===== src/rtl/discharge_pkg.sv =====
`default_nettype none
// ============================================================================
//  Module      : discharge_pkg
//  Description : State codes, waveform mode-bit indices and duration helper
//                shared by the discharge sequencer and the breakdown detector.
//  Revision    : 1.0 - initial release
// ============================================================================
package discharge_pkg;

    typedef enum logic [7:0] {
        S_IDLE            = 8'h00,
        S_WAIT_BREAKDOWN  = 8'h01,
        S_BUCK_INTERLEAVE = 8'h02,
        S_RES_DISCHARGE   = 8'h04,
        S_DEION           = 8'h80
    } state_t;

    localparam int c_WF_BUCK_BIT       = 15;
    localparam int c_WF_CONTINUOUS_BIT = 14;
    localparam int c_WF_OPEN_BIT       = 13;

    // Terminal count for a duration counter starting at 0; a zero duration
    // behaves as a one-cycle duration.
    function automatic logic [15:0] duration_last(input logic [15:0] cycles);
        return (cycles == 16'd0) ? 16'd0 : cycles - 16'd1;
    endfunction

endpackage
`default_nettype wire


===== src/rtl/buck_phase_gen.sv =====
`default_nettype none
// ============================================================================
//  Module      : buck_phase_gen
//  Description : Two-phase interleaved buck gate generator; phase restarts at
//                0 whenever enable rises and wraps modulo period.
//  Revision    : 1.0 - initial release
// ============================================================================
module buck_phase_gen (
    input  logic        clk,
    input  logic        rst_n,
    input  logic        enable,
    input  logic [15:0] period,
    output logic [1:0]  gate
);

    logic [15:0] r_phase;
    logic [1:0]  r_gate;
    logic [15:0] w_half;
    logic        w_wrap;

    assign w_half = period >> 1;
    assign w_wrap = (r_phase >= period - 16'd1);

    // enable is the registered-next view of the buck state, so the gate
    // registered here lines up with the state register of the parent.
    always_ff @(posedge clk or negedge rst_n) begin
        if (!rst_n) begin
            r_phase <= 16'd0;
            r_gate  <= 2'b00;
        end else if (!enable) begin
            r_phase <= 16'd0;
            r_gate  <= 2'b00;
        end else begin
            r_gate  <= (r_phase < w_half) ? 2'b01 : 2'b10;
            r_phase <= w_wrap ? 16'd0 : r_phase + 16'd1;
        end
    end

    assign gate = r_gate;

endmodule
`default_nettype wire


===== src/rtl/discharge_sequencer.sv =====
`default_nettype none
// ============================================================================
//  Module      : discharge_sequencer
//  Description : Gap discharge sequencer: waits for breakdown, drives buck or
//                resistor discharge for on_time, then deionises for off_time.
//  Revision    : 1.0 - initial release
// ============================================================================
module discharge_sequencer
    import discharge_pkg::*;
#(
    parameter logic [31:0] WAIT_TIMEOUT = 32'd100000,
    parameter logic [15:0] BUCK_PERIOD  = 16'd100
) (
    input  logic        clk,
    input  logic        rst_n,
    input  logic        is_breakdown,
    input  logic [15:0] waveform,
    input  logic        start,
    input  logic [15:0] on_time,
    input  logic [15:0] off_time,
    output logic [7:0]  current_state,
    output logic [31:0] timer_wait_breakdown,
    output logic        main_gate,
    output logic [1:0]  buck_gate,
    output logic        res_gate,
    output logic        pulse_done,
    output logic        open_timeout
);

    state_t      r_state;
    state_t      w_next_state;
    logic [31:0] r_timer;
    logic [31:0] w_timer_next;
    logic [15:0] r_dur_cnt;
    logic [15:0] r_dur_last;
    logic        r_main_gate;
    logic        r_res_gate;
    logic        r_pulse_done;
    logic        r_open_timeout;
    logic        w_pulse_done;
    logic        w_open_timeout;
    logic        w_dur_done;
    logic        w_wf_buck;
    logic        w_wf_cont;
    logic        w_wf_open;
    logic        w_unused;

    assign w_wf_buck  = waveform[c_WF_BUCK_BIT];
    assign w_wf_cont  = waveform[c_WF_CONTINUOUS_BIT];
    assign w_wf_open  = waveform[c_WF_OPEN_BIT];
    assign w_unused   = &{1'b0, waveform[12:0]};
    assign w_dur_done = (r_dur_cnt == r_dur_last);

    // ------------------------------------------------------------------------
    // Next-state and strobe decode
    // ------------------------------------------------------------------------
    always_comb begin
        w_next_state   = r_state;
        w_pulse_done   = 1'b0;
        w_open_timeout = 1'b0;
        case (r_state)
            S_IDLE: begin
                if (w_wf_open && (w_wf_cont || start))
                    w_next_state = S_WAIT_BREAKDOWN;
            end
            S_WAIT_BREAKDOWN: begin
                // Clearing the open bit aborts before breakdown or timeout.
                if (!w_wf_open) begin
                    w_next_state = S_DEION;
                end else if (is_breakdown) begin
                    w_next_state = w_wf_buck ? S_BUCK_INTERLEAVE : S_RES_DISCHARGE;
                end else if (r_timer == WAIT_TIMEOUT - 32'd1) begin
                    w_next_state   = S_DEION;
                    w_open_timeout = 1'b1;
                end
            end
            S_BUCK_INTERLEAVE, S_RES_DISCHARGE: begin
                if (!w_wf_open) begin
                    w_next_state = S_DEION;
                end else if (w_dur_done) begin
                    w_next_state = S_DEION;
                    w_pulse_done = 1'b1;
                end
            end
            S_DEION: begin
                if (w_dur_done)
                    w_next_state = (w_wf_open && w_wf_cont) ? S_WAIT_BREAKDOWN : S_IDLE;
            end
            default: w_next_state = S_IDLE;
        endcase
    end

    always_comb begin
        w_timer_next = 32'd0;
        if (w_next_state == S_WAIT_BREAKDOWN && r_state == S_WAIT_BREAKDOWN)
            w_timer_next = (r_timer == 32'hFFFF_FFFF) ? r_timer : r_timer + 32'd1;
    end

    // ------------------------------------------------------------------------
    // State, counters and registered outputs
    // ------------------------------------------------------------------------
    always_ff @(posedge clk or negedge rst_n) begin
        if (!rst_n) begin
            r_state        <= S_IDLE;
            r_timer        <= 32'd0;
            r_dur_cnt      <= 16'd0;
            r_dur_last     <= 16'd0;
            r_main_gate    <= 1'b0;
            r_res_gate     <= 1'b0;
            r_pulse_done   <= 1'b0;
            r_open_timeout <= 1'b0;
        end else begin
            r_state        <= w_next_state;
            r_timer        <= w_timer_next;
            r_pulse_done   <= w_pulse_done;
            r_open_timeout <= w_open_timeout;
            r_main_gate    <= (w_next_state == S_WAIT_BREAKDOWN)
                           || (w_next_state == S_BUCK_INTERLEAVE)
                           || (w_next_state == S_RES_DISCHARGE);
            r_res_gate     <= (w_next_state == S_RES_DISCHARGE);

            // Durations are latched on entry so later edits apply next visit.
            if (w_next_state != r_state) begin
                r_dur_cnt <= 16'd0;
                case (w_next_state)
                    S_BUCK_INTERLEAVE, S_RES_DISCHARGE: r_dur_last <= duration_last(on_time);
                    S_DEION:                            r_dur_last <= duration_last(off_time);
                    default:                            r_dur_last <= 16'd0;
                endcase
            end else if (r_state == S_BUCK_INTERLEAVE || r_state == S_RES_DISCHARGE
                         || r_state == S_DEION) begin
                r_dur_cnt <= r_dur_cnt + 16'd1;
            end
        end
    end

    buck_phase_gen u_buck_phase_gen (
        .clk    (clk),
        .rst_n  (rst_n),
        .enable (w_next_state == S_BUCK_INTERLEAVE),
        .period (BUCK_PERIOD),
        .gate   (buck_gate)
    );

    assign current_state        = r_state;
    assign timer_wait_breakdown = r_timer;
    assign main_gate            = r_main_gate;
    assign res_gate             = r_res_gate;
    assign pulse_done           = r_pulse_done;
    assign open_timeout         = r_open_timeout;

endmodule
`default_nettype wire


===== config.mk =====
export PLATFORM = sky130hd
export DESIGN_NAME = discharge_sequencer
export DESIGN_NICKNAME = d
export VERILOG_FILES = /design/src/rtl/discharge_pkg.sv /design/src/rtl/buck_phase_gen.sv /design/src/rtl/discharge_sequencer.sv
export SDC_FILE = /design/constraint.sdc
export NUM_CORES = 1
export LEC_CHECK = 0
export ABC_AREA = 1
export ABC_CLOCK_PERIOD_IN_PS = 2600
export CAP_MARGIN = 30
export CORE_MARGIN = 2
export CORE_UTILIZATION = 54
export DETAILED_ROUTE_END_ITERATION = 10
export GPL_ROUTABILITY_DRIVEN = 1
export PLACE_DENSITY = 0.81
export SLEW_MARGIN = 20
export SYNTH_ARGS = -nofsm -noshare
export SYNTH_HDL_FRONTEND = slang
export SYNTH_SLANG_ARGS = --single-unit
export TNS_END_PERCENT = 5

===== constraint.sdc =====
create_clock -name clk -period 2.6 [get_ports clk]
set_input_delay 0.26 -clock clk [delete_from_list [all_inputs] [get_ports clk]]
set_output_delay 0.26 -clock clk [all_outputs]
set_load 0.01 [all_outputs]

After elaboration in Yosys (flattened, before gate mapping)
Cells that the tools add are included.

Output and inout bits: 46. Bits of input ports: 52. Bits in registers: 94. Logic and storage cells: 72.

Equal/unequal tests: 13. Mux-type cells: 28. Add/sub/neg operators: 5. Reduce and logical (&&, ||, !) cells: 14. Order comparisons: 2.

Operators with widths (count): 2-to-1 mux 16 bit (6); 2-to-1 mux 32 bit (2); 2-to-1 mux 8 bit (7); adder 16 x 1 -> 16 bit (second input constant) (2); adder 32 x 1 -> 32 bit (second input constant) (1); equality test 32 x 17 -> 1 bit (second input constant) (1); equality test 32 bit (second input constant) (1); logical NOT 16 bit (2); one-hot mux 16 bit (2 select lines) (1); one-hot mux 8 bit (4 select lines) (1); subtractor 16 x 1 -> 16 bit (second input constant) (2); equality test 16 bit (1); equality test 8 x 1 -> 1 bit (second input constant) (2); equality test 8 x 2 -> 1 bit (second input constant) (2); equality test 8 x 3 -> 1 bit (second input constant) (2); equality test 8 bit (second input constant) (2); greater-or-equal comparator 16 x 7 -> 1 bit (second input constant) (1); < comparator 16 x 6 -> 1 bit (second input constant) (1); logical NOT 8 bit (1); 2-to-1 mux 1 bit (8); != test 8 bit (1); logical OR 1 bit (5); 2-to-1 mux 2 bit (2); OR reduction 2 bit (2); other kinds (4) (6).

Longest topological paths before layout
Word-level depth: 8. Gate-level depth with buffers: 14. Depth with buffers taken out: 14.

By module
A second synthesis with hierarchy kept.

Cell total of the unflattened synthesis: 1005. Area total of the unflattened synthesis: 7191.9 µm².

Modules (own cells, without submodules): discharge_sequencer (area each 5310.1 µm², sequential area each 1901.8 µm², cells each 749, times used 1); buck_phase_gen (area each 1881.8 µm², sequential area each 450.4 µm², cells each 256, times used 1).

Least setup slack after synthesis
No wires, ideal clock.

Kind: register -> register. Start point: register r_timer[0], in the netlist timer_wait_breakdown[0]. End point: register r_main_gate, in the netlist main_gate. Setup slack: 0.540 ns. Arrival time: 1.936 ns. Buffers on the path: 1. Stages on the path, launching flop included: 13. Data required time: 2.476 ns. Clock period less this slack: 2.060 ns. Library setup time: 0.124 ns. Cells stage by stage: dfrtp_1 -> ha_1 -> nand2_1 -> nor2_2 -> nand2_1 -> nor3_2 -> nand2_1 -> nand3_2 -> nand3_2 -> a21oi_2 -> nand2_4 -> buf_12 -> or2_1.

Cells in the longest elaborated chain, start to end: 8. Elaborated cells on any way between the ends: 10. Classes of those cells: eq/ne: 4; mux: 4; reduce/logical: 2.

Ends and longest elaborated chain: start: declaration (line discharge_sequencer.sv:32) `logic [31:0] r_timer;`; start signal: assignment (line discharge_sequencer.sv:114) `r_timer <= w_timer_next;`; equality test 32 x 17 -> 1 bit * (line discharge_sequencer.sv:72) `end else if (r_timer == WAIT_TIMEOUT - 32'd1) begin`; 2-to-1 mux 8 bit * (line discharge_sequencer.sv:72); 2-to-1 mux 8 bit * (line discharge_sequencer.sv:70) `end else if (is_breakdown) begin`; 2-to-1 mux 8 bit * (line discharge_sequencer.sv:68) `if (!w_wf_open) begin`; one-hot mux 8 bit (4 select lines) * (line discharge_sequencer.sv:61) `case (r_state)`; equality test 8 x 1 -> 1 bit or equality test 8 x 2 -> 1 bit (tied branches) (line discharge_sequencer.sv:117, discharge_sequencer.sv:118); logical OR 1 bit (line discharge_sequencer.sv:118) `|| (w_next_state == S_BUCK_INTERLEAVE)`; logical OR 1 bit * (line discharge_sequencer.sv:119) `|| (w_next_state == S_RES_DISCHARGE);`; end signal: assignment (line discharge_sequencer.sv:117) `r_main_gate <= (w_next_state == S_WAIT_BREAKDOWN)`; end: declaration (line discharge_sequencer.sv:36) `logic r_main_gate;`.

Mark *: on every way between the ends. The rest lies on a longest branch, timed or not. A chain may end at the register's enable or synchronous reset.

Worst setup path after layout
Start point: register r_timer[0], in the netlist timer_wait_breakdown[0]. End point: register u_buck_phase_gen.r_phase[0].

Cells in the longest elaborated chain, start to end: 7.

Ends and longest elaborated chain: equality test 32 x 17 -> 1 bit (line discharge_sequencer.sv:72); 2-to-1 mux 8 bit (line discharge_sequencer.sv:72); 2-to-1 mux 8 bit (line discharge_sequencer.sv:70); 2-to-1 mux 8 bit (line discharge_sequencer.sv:68); one-hot mux 8 bit (4 select lines) (line discharge_sequencer.sv:61); net w_next_state[1] (line discharge_sequencer.sv:31) `state_t w_next_state;`; equality test 8 x 2 -> 1 bit (line discharge_sequencer.sv:140) `.enable (w_next_state == S_BUCK_INTERLEAVE),`; 2-to-1 mux 16 bit (line buck_phase_gen.sv:30) `end else if (!enable) begin`; end signal: assignment (line buck_phase_gen.sv:35) `r_phase <= w_wrap ? 16'd0 : r_phase + 16'd1;`; end: declaration (line buck_phase_gen.sv:16) `logic [15:0] r_phase;`.

The timed path passes the listed nets, and every way through them passes these cells.

==> summary.txt <==
Run status
  – Outcome: finished, final reports clean

Job
  – Max Cap Violations: 0

Pwr
  – LEAKAGE: 3.15 nW
  – VDD IR max: 0.278 mV
  – Pwr per Cell Area: 391 nW/um^2

Placed design
  – Cells after DPL: 959
  – Setup WS pre-CTS: 0.178 ns
  – Placer Congestion: 0.897
  – Post-DP HPWL: 10,000 microns
  – PortBufs: 84

Route
  – Initial DRC count: 304
  – Vias post-DR: 5,123
  – Per-cell routed wire length: 13.5 microns
  – Routed wire length: 13,100 microns
  – Drt drc: 0
  – Via density: 5.25
  – Final ANT Viol Nets: 0
  – Detailed Routing Iterations Pass 1: 5

STA
  – Final Cycle Share: 0.901
  – Worst slew pin tran: 0.700 ns
  – Final setup violation count: 0
  – Accumulated negative setup slack: 0 ns
  – Final hold vios: 0
  – Final WS setup: 0.257 ns
  – Fmax: 427 MHz
  – Relative slew slack: 0.534
  – Hold_ws: 0.481 ns
  – Unrepaired setup endpoints after global routing: false
  – Final slew viol count: 0
  – Worst Skew: 0.00858 ns
  – Min Tclk post-route: 2.34 ns

Global routing
  – Number of global-route vias before repair: 5,171
  – All-Layer GR Usage: 0.245
  – Grt total ovfl: 0
  – Initial antenna violation count: 0
  – Largest net degree at the start of global routing: 53
  – First-pass GRT wire length: 22,800 microns

CTS
  – CTS buffer count: 9
  – Clock Sinks: 94
  – CTS tree: built
  – H-tree levels: 3
  – Worst-case clock buffer depth: 2
  – Clock Pin Slew Worst Setup and Hold Paths: 0.10 ns
  – Root Buffer Master: clkbuf_8
  – Clock Latency Late Sink: 0.36 ns

Synth
  – Synth Flop Type: dfrtp_1
  – Synth warnings: 0
  – Cells after Synth: 732
  – Average size of a mapped cell: 7.81 sq um
  – Post-synthesis mux area share: 0
  – Synth Area in Simple Gates: 0.327
  – Synth Register Bits: 94
  – XOR/XNOR share of the synthesized area: 0.0996
  – EDFF count, synth: 0
  – Largest family of logic cells by synthesized area: simple AND/OR/NAND/NOR gates
  – Synth unique cells: 46
  – Area share of fa/ha/maj cells after synthesis: 0.0109
  – Post-Syn Area: 5710 sq um
  – Async SR Flop Fraction: 1.00
  – Compound-gate portion of the synthesized area: 0.0744
  – Seq/Total Area, Yosys: 0.412

Setup path
  – Critical path peak fanout: 7
  – WP data arrival: 2.59 ns
  – Setup crit start kind: flop
  – Worst Path Class, Setup: flop to flop
  – CP endpoint kind: flop
  – WP data required: 2.85 ns

Finish
  – Final core area utilization: 0.680
  – Layout area overhead: 22.2%
  – Fillcell total: 881
  – Commonest non-fill, non-tap cell in the layout: nor2_1
  – Share of cells above drive strength 1: 0.0845
  – Nets: 892
  – Commonest non-fill, non-tap cells in the layout: 140 x nor2_1, 115 x nand2_1, 94 x dfrtp_1
  – Number of antenna diodes: 0
  – Final Non-Filler Cells: 976

Floorplanning
  – Die height: 107 microns
  – Initial cell density of the core: 0.556
  – # IOs: 98
  – DIE WIDTH: 107 microns
  – Die area: 11,400 sq um
  – Core ar.: 10,300 sq um
  – Num rows: 37

Worst hold path
  – HP Class: input pin to asynchronous set/reset pin
kinds of logic (layout without fill, tap and decap cells):
family | Yosys count | after routing
and+or+nand+nor | 399 | 399
buffers and inverters | 106 | 202
DFF | 94 | 94
xor gates and xnor gates | 65 | 65
AOI/OAI and AO/OA | 62 | 62
adders and majority gates | 5 | 5
other | 1 | 13
Yosys cell counts (2+ instances only):
| cell | number | area share |
|---|---|---|
| or2_0 | 16 | 0.018 |
| nand2_2 | 12 | 0.013 |
| nand3_1 | 28 | 0.025 |
| nor3_1 | 29 | 0.025 |
| ha_1 | 5 | 0.011 |
| dfrtp_1 | 94 | 0.41 |
| clkbuf_1 | 4 | 0.0026 |
| a21boi_2 | 5 | 0.0099 |
| nand3_2 | 5 | 0.0088 |
| xor2_1 | 48 | 0.074 |
| nand4_1 | 18 | 0.020 |
| nor3_2 | 8 | 0.014 |
| a21boi_1 | 11 | 0.014 |
| buf_2 | 4 | 0.0035 |
| inv_1 | 89 | 0.058 |
| nor2_2 | 4 | 0.0044 |
| o22ai_1 | 3 | 0.0033 |
| a21oi_1 | 17 | 0.015 |
| o21ai_0 | 6 | 0.0053 |
| nand2_1 | 115 | 0.076 |
| nand3b_1 | 7 | 0.0092 |
| xnor2_1 | 17 | 0.026 |
| nand4_2 | 2 | 0.0044 |
| or2_1 | 3 | 0.0033 |
| nor4_1 | 5 | 0.0055 |
| a31oi_1 | 7 | 0.0077 |
| buf_4 | 2 | 0.0026 |
| nor3b_1 | 4 | 0.0053 |
| a211oi_1 | 3 | 0.0039 |
| o21ai_2 | 2 | 0.0031 |
| inv_2 | 5 | 0.0033 |
| nor2_1 | 140 | 0.092 |
worst max-delay path, cell delays in order, from the launching register on:
cell	delay, ns
dfrtp_1	0.43
ha_1	0.19
nand2_1	0.08
nor2_2	0.19
nand2_1	0.09
nor3_2	0.20
nand2_1	0.11
nand3_2	0.09
nand3_2	0.12
a21oi_2	0.24
buf_4	0.17
inv_1	0.05
nand2_1	0.18
nor2_1	0.08
routing by layer:
metal / vias up / global-route usage / part of all wire
li1: 2537 / - / -
met1: 2413 / 0.321 / 0.44
met3: 24 / 0.0395 / 0.052
met4: 0 / 0.0677 / 0.016
met2: 149 / 0.421 / 0.49
met5: - / 0 / 0
worst paths after layout:
check	start	endpoint	slack, ns	depth (start not counted)
worst max-delay path	timer_wait_breakdown[0]	u_buck_phase_gen.r_phase[0]	0.26	13
worst min-delay path	rst_n	open_timeout	0.48	2
worst max register to register	timer_wait_breakdown[0]	u_buck_phase_gen.r_phase[0]	0.26	13
worst min register to register	u_buck_phase_gen.r_phase[0]	u_buck_phase_gen.r_phase[0]	0.49	1
max in group asynchronous	rst_n	timer_wait_breakdown[21]	1.45	3
min in group clk	u_buck_phase_gen.r_phase[0]	u_buck_phase_gen.r_phase[0]	0.49	1
per-stage QoR:
| step | cell area (sq um) | power [mW] |
|---|---|---|
| after floorplan | 5760 | 1.61 |
| after global placement | 6760 | 1.74 |
| after detailed placement | 6760 | 1.75 |
| after CTS | 6980 | 2.75 |
| after global routing | 6990 | 2.84 |
| final | 6990 | 2.73 |
final cells by class:
| type | count | area, sq um | area share |
|---|---|---|---|
| clock buffers | 9 | 124 | 0.0177 |
| clock inverters | 7 | 80.1 | 0.0115 |
| inverters | 94 | 353 | 0.0505 |
| multi-input cells | 544 | 2980 | 0.427 |
| flip-flops and latches | 94 | 2350 | 0.337 |
| well taps | 136 | 170 | 0.0244 |
| repair buffers | 92 | 926 | 0.133 |
state kept, by name, summed over array words and instances, names as in the netlist:
name                      flops
res_gate                      1
r_dur_last                   16
timer_wait_breakdown         32
open_timeout                  1
current_state                 8
u_buck_phase_gen.r_phase     16
pulse_done                    1
u_buck_phase_gen.gate         2
r_dur_cnt                    16
main_gate                     1
where the power goes:
| part | switching, mW | internal, mW | total (mW) | leakage [nW] |
|---|---|---|---|---|
| Clock | 0.554 | 0.458 | 1.01 | 0.102 |
| Sequential | 0.00895 | 1.48 | 1.49 | 1.28 |
| Combinational | 0.129 | 0.106 | 0.235 | 1.76 |
| Total | 0.691 | 2.04 | 2.73 | 3.15 |
timing repair:
item / CTS / global route
resized for setup: 0 / 1
setup buffers: 0 / 0
hold buffers: 1 / 0
hold endpoints to repair: 51 / 0
setup endpoints to repair: 0 / 2
Note: power is estimated with default switching activity, not from simulation.
